--- src/rtl/imem_loader.sv ---
// Boot loader: length-prefixed byte stream -> big-endian 32-bit words written to
// instruction memory, XOR-checksum verified; CPU held in reset until a good image lands.
module imem_loader #(
  parameter int                 ADDR_W    = 8,
  parameter logic [ADDR_W-1:0]  BASE_ADDR = '0
) (
  input  logic              clk_i,
  input  logic              rst_i,
  input  logic              start_i,
  input  logic [7:0]        byte_i,
  input  logic              byte_valid_i,
  output logic              byte_ready_o,
  output logic              im_we_o,
  output logic [ADDR_W-1:0] im_addr_o,
  output logic [31:0]       im_data_o,
  output logic              cpu_rst_o,
  output logic              busy_o,
  output logic              done_o,
  output logic              err_o,
  output logic [15:0]       words_o,
  output logic [2:0]        dbg_state_o
);

  typedef enum logic [2:0] {
    S_IDLE, S_LEN_HI, S_LEN_LO, S_DATA, S_CHKSUM, S_DONE, S_ERROR
  } state_t;

  // Largest image that fits: 2^ADDR_W words, widened so the compare never overflows.
  localparam logic [16:0] DEPTH = 17'(1) << ADDR_W;

  state_t      state, state_next;
  logic [15:0] length_q;
  logic [7:0]  chk_q;
  logic [1:0]  byte_cnt_q;
  logic [23:0] shift_q;
  logic        accept;
  logic        load_start;
  logic [15:0] len_full;

  // Handshake: a byte moves on any rising edge where byte_valid_i and byte_ready_o are both high.
  assign byte_ready_o = (state == S_LEN_HI) || (state == S_LEN_LO) ||
                        (state == S_DATA)   || (state == S_CHKSUM);
  assign busy_o       = byte_ready_o;
  assign done_o       = (state == S_DONE);
  assign err_o        = (state == S_ERROR);
  assign cpu_rst_o    = (state != S_DONE);
  assign dbg_state_o  = state;
  assign accept       = byte_valid_i && byte_ready_o;
  assign load_start   = start_i && !busy_o;
  assign len_full     = {length_q[15:8], byte_i};

  always_ff @(posedge clk_i) begin
    if (rst_i) state <= S_IDLE;
    else       state <= state_next;
  end

  always_comb begin
    state_next = state;
    case (state)
      S_IDLE, S_DONE, S_ERROR: if (start_i) state_next = S_LEN_HI;
      S_LEN_HI: if (accept) state_next = S_LEN_LO;
      S_LEN_LO: begin
        if (accept) begin
          if ({1'b0, len_full} > DEPTH) state_next = S_ERROR;
          else if (len_full == 16'd0)   state_next = S_CHKSUM;
          else                          state_next = S_DATA;
        end
      end
      S_DATA: begin
        if (accept && byte_cnt_q == 2'd3 && (words_o + 16'd1) == length_q)
          state_next = S_CHKSUM;
      end
      S_CHKSUM: if (accept) state_next = (byte_i == chk_q) ? S_DONE : S_ERROR;
      default: state_next = S_IDLE;
    endcase
  end

  always_ff @(posedge clk_i) begin
    if (rst_i) begin
      length_q   <= '0;
      chk_q      <= '0;
      byte_cnt_q <= '0;
      shift_q    <= '0;
      words_o    <= '0;
      im_we_o    <= 1'b0;
      im_addr_o  <= BASE_ADDR;
      im_data_o  <= '0;
    end else begin
      im_we_o <= 1'b0;
      if (load_start) begin
        words_o    <= '0;
        chk_q      <= '0;
        byte_cnt_q <= '0;
      end
      if (accept) begin
        case (state)
          S_LEN_HI: length_q[15:8] <= byte_i;
          S_LEN_LO: length_q[7:0]  <= byte_i;
          S_DATA: begin
            chk_q      <= chk_q ^ byte_i;
            byte_cnt_q <= byte_cnt_q + 2'd1;
            if (byte_cnt_q == 2'd3) begin
              // Word complete: write strobe and count advance on the same edge.
              im_we_o   <= 1'b1;
              im_data_o <= {shift_q, byte_i};
              im_addr_o <= BASE_ADDR + words_o[ADDR_W-1:0];
              words_o   <= words_o + 16'd1;
            end else begin
              shift_q <= {shift_q[15:0], byte_i};
            end
          end
          default: ;
        endcase
      end
    end
  end

endmodule

--- config.mk ---
export PLATFORM = sky130hd
export DESIGN_NAME = imem_loader
export DESIGN_NICKNAME = d
export VERILOG_FILES = /design/src/rtl/imem_loader.sv
export SDC_FILE = /design/constraint.sdc
export NUM_CORES = 1
export LEC_CHECK = 0
export BUFFER_PORTS_ARGS = -buffer_cell sky130_fd_sc_hd__buf_2
export CAP_MARGIN = 10
export CORE_MARGIN = 8
export CORE_UTILIZATION = 50
export CTS_CLUSTER_SIZE = 25
export DETAILED_ROUTE_END_ITERATION = 12
export HOLD_SLACK_MARGIN = 0.05
export PLACE_DENSITY = 0.72
export SYNTH_ARGS = -nofsm -noshare
export SYNTH_HDL_FRONTEND = slang
export SYNTH_SLANG_ARGS = --single-unit
--- constraint.sdc ---
create_clock -name clk_i -period 6.32 [get_ports clk_i]
set_input_delay 0.316 -clock clk_i [delete_from_list [all_inputs] [get_ports clk_i]]
set_output_delay 0.316 -clock clk_i [all_outputs]
set_load 0.02 [all_outputs]
==> impl_results.md <==
* DR pass1 iterations at 5
* Max-cap viol count at 0
* Initial antenna violation count at 0
* Vias in the first global route at 4,088
* Max Fclk at 363 MHz
* Pleak at 2.21 nW
* Post-Syn Instances at 636
* Clock transition at path regs at 0.12 ns
* Setup WS post-layout at 3.57 ns
* # setup viols final at 0
* Number of fill cells in the layout at 945
* Fin. Hold Viols at 0
* DRT antenna net count at 0
* Syn. warnings at 0
* Synthesis-to-layout area growth at 11.8%
* Avg WL per Cell at 14.5 um
* HPWL Detailed at 8.34 mm
* Drc violations at 0
* HP Start: byte_i[0]
* Synthesized area at 4950 um2
* Num Clock Sinks at 110
* CTS hold repair buffers at 0
* GPL Wtd Cong at 0.822
* Die outline width at 115 um
* Start point of the critical path: dbg_state_o[1]
* Slew Limit Fails at 0
* Pre-CTS setup slack at 3.55 ns
* Global-route wire length before repair at 19.7 mm
* Worst Skew at 0.0146 ns
* FF+latch count, synth at 110
* Number of antenna diodes at 0
* Crit end category: register
* Syn_nets at 650
* Nets@finish at 693
* CP arrival at 3.06 ns
* Initial core utilization at 51.1%
* Resize count post-CTS at 0
* Synth Area per Inst at 7.78 um2
* Unique cell type count in the Yosys netlist at 53
* Initial detailed-routing violation count at 372
* Vias at 4,365
* WS Path Type: register to register
* Worst-Skew Late Latency at 0.38 ns
* CTS tree: done
* Post-synthesis sequential area ratio at 44.5%
* Slew headroom at 39.2%
* Tot GR Track Use at 18.0%
* Class of the most critical hold timing path: primary input to register
* IO buf count at 76
* CP startpoint kind: register
* I/O pins at 77
* Post-CTS Setup Inserts at 0
* Worst IR Drop VDD at 0.134 mV
* Number of buffers created by CTS at 9
* Clock buffer depth at 2
* Largest net degree at the start of global routing at 93
* Final period util at 43.6%
* PwrDens at 270 nW/um2
* Worst r2r src: dbg_state_o[1]
* Worst-margin pin slew at 0.911 ns
* Fin crit period at 2.75 ns
* Htree depth at 3
* Storage element area at 2200 um2
* Status: finished clean
* Gr ovfl total at 0
* Setup TNS at 0 ns
* Final WL at 11.8 mm
* Layout cells sized above 1 at 16.8%
* WP data required at 6.62 ns
* Rows at 36
* Die Ht at 115 um
* Die Area at 13,300 um2
* Worst-path maximum fanout at 42
* Vias per cell at 5.34
* Multi-input logic area at 2510 um2
* Core Footprint at 9680 um2
* Clock root cell: clkbuf_8
* RSZ-0062 raised after global routing: no
==> metrics by stage <==
stage                     power (mW)  hold WS, ns  instance area [um2]  cells  util [%]
after floorplan                 1.02        0.432                 4950    636         -
after global placement          1.07        0.443                 5320    801      54.9
after detailed placement        1.08        0.445                 5320    801      54.9
after CTS                       1.50        0.247                 5530    817      57.1
after global routing            1.57        0.252                 5530    817      57.1
final                           1.49        0.260                 5530    817      57.1
==> final cells by class <==
cell class,instances,share of cell area (%)
Multi-Input combinational cell,470,45.4
Sequential cell,110,39.8
Timing Repair Buffer,80,7.42
Tap cell,133,3.01
Clock buffer,9,2.24
Clock inverter,7,1.52
Inverter,8,0.543
==> layer usage <==
metal	share of wire (%)	track usage [%]	routed length (um)	up-vias
met2	47	28.4	5520	114
met5	0	0	0	-
met1	45	24.1	5340	2016
met3	6.8	4.74	798	13
met4	1.3	4.12	157	0
li1	-	-	-	2222
==> synthesized netlist by cell type, drive strengths merged <==
cell / instances / area [um2]
a22o: 1 / 8.76
xor2: 16 / 140
nand3: 12 / 85.1
or2: 1 / 6.26
a21oi: 92 / 460
or4: 1 / 7.51
and3b: 1 / 8.76
a31oi: 6 / 37.5
nor2b: 2 / 15.0
xnor2: 18 / 158
nor3b: 5 / 37.5
and4: 2 / 18.8
o211ai: 5 / 37.5
a32o: 1 / 10.0
nand2b: 1 / 6.26
a21o: 1 / 7.51
o21ai: 35 / 175
nor3: 4 / 20.0
nand4: 7 / 73.8
ha: 2 / 25.0
and2: 2 / 12.5
a211o: 1 / 8.76
nand2: 173 / 652
nand3b: 1 / 7.51
o21bai: 1 / 7.51
o31ai: 4 / 30.0
dfxtp: 110 / 2200
inv: 8 / 30.0
a22oi: 1 / 7.51
a31o: 3 / 26.3
o2bb2ai: 1 / 8.76
and3: 5 / 37.5
clkbuf: 35 / 131
buf: 13 / 71.3
nor2: 48 / 200
o311ai: 1 / 8.76
nor4: 6 / 52.6
nor4b: 1 / 23.8
mux2i: 9 / 90.1
==> critical path, cell delays in order (launching register included) <==
cell	delay (ns)
dfxtp_1	0.58
nor2b_2	0.28
and3_1	0.44
and2_1	0.18
buf_4	0.38
nand2_2	0.29
inv_2	0.22
nand3_1	0.12
o31ai_1	0.19
==> flip-flops by register name (all words and copies together), names as in the netlist <==
name / cells
im_data_o: 32
shift_q: 24
length_q: 16
words_o: 16
chk_q: 8
im_addr_o: 8
dbg_state_o: 3
byte_cnt_q: 2
im_we_o: 1
==> cell families (layout without fill, tap and decap cells) <==
logic type                 after synthesis  count (layout)  share of synthesized area [%]
AOI/OAI and AO/OA                      153             153                           16.9
adders and majority gates                2               2                          0.506
muxes                                    9               9                           1.82
xor gates and xnor gates                34              34                           6.02
buffers and inverters                   56             104                           4.70
DFF                                    110             110                           44.5
and+or+nand+nor                        272             272                           25.6
==> path summary, 6_finish.rpt <==
path / endpoint / slack (ns) / depth (start not counted)
max: words_o[14] / 3.57 / 8
min reg2reg: im_data_o[26] / 0.45 / 2
max reg2reg: words_o[14] / 3.57 / 8
min: shift_q[0] / 0.26 / 3
==> report_power, final <==
part / internal (mW) / switching (mW) / total [mW]
sequential: 0.719 / 0.0465 / 0.766
clock: 0.161 / 0.267 / 0.429
combinational: 0.111 / 0.189 / 0.299
total: 0.991 / 0.502 / 1.49
==> placed cells by master (no fill, tap or decap), types with 2 or more instances in the layout <==
cell type	count
mux2i_1	9
xor2_1	16
nor2_4	2
inv_6	2
inv_1	7
nand3_1	10
xnor2_1	18
nor3b_1	5
nor2_2	2
nor3_1	4
nand4_4	2
and3_1	3
a31o_2	2
buf_4	4
nand2_1	172
inv_8	3
clkbuf_8	9
nand3_4	2
a21oi_1	92
o21ai_0	35
nor4_1	5
buf_2	76
ha_1	2
o211ai_1	5
clkinv_8	2
a31oi_1	6
and2_1	2
nor2_1	44
dfxtp_1	110
nand4_1	5
o31ai_1	4
(Power assumes the default switching activity.)
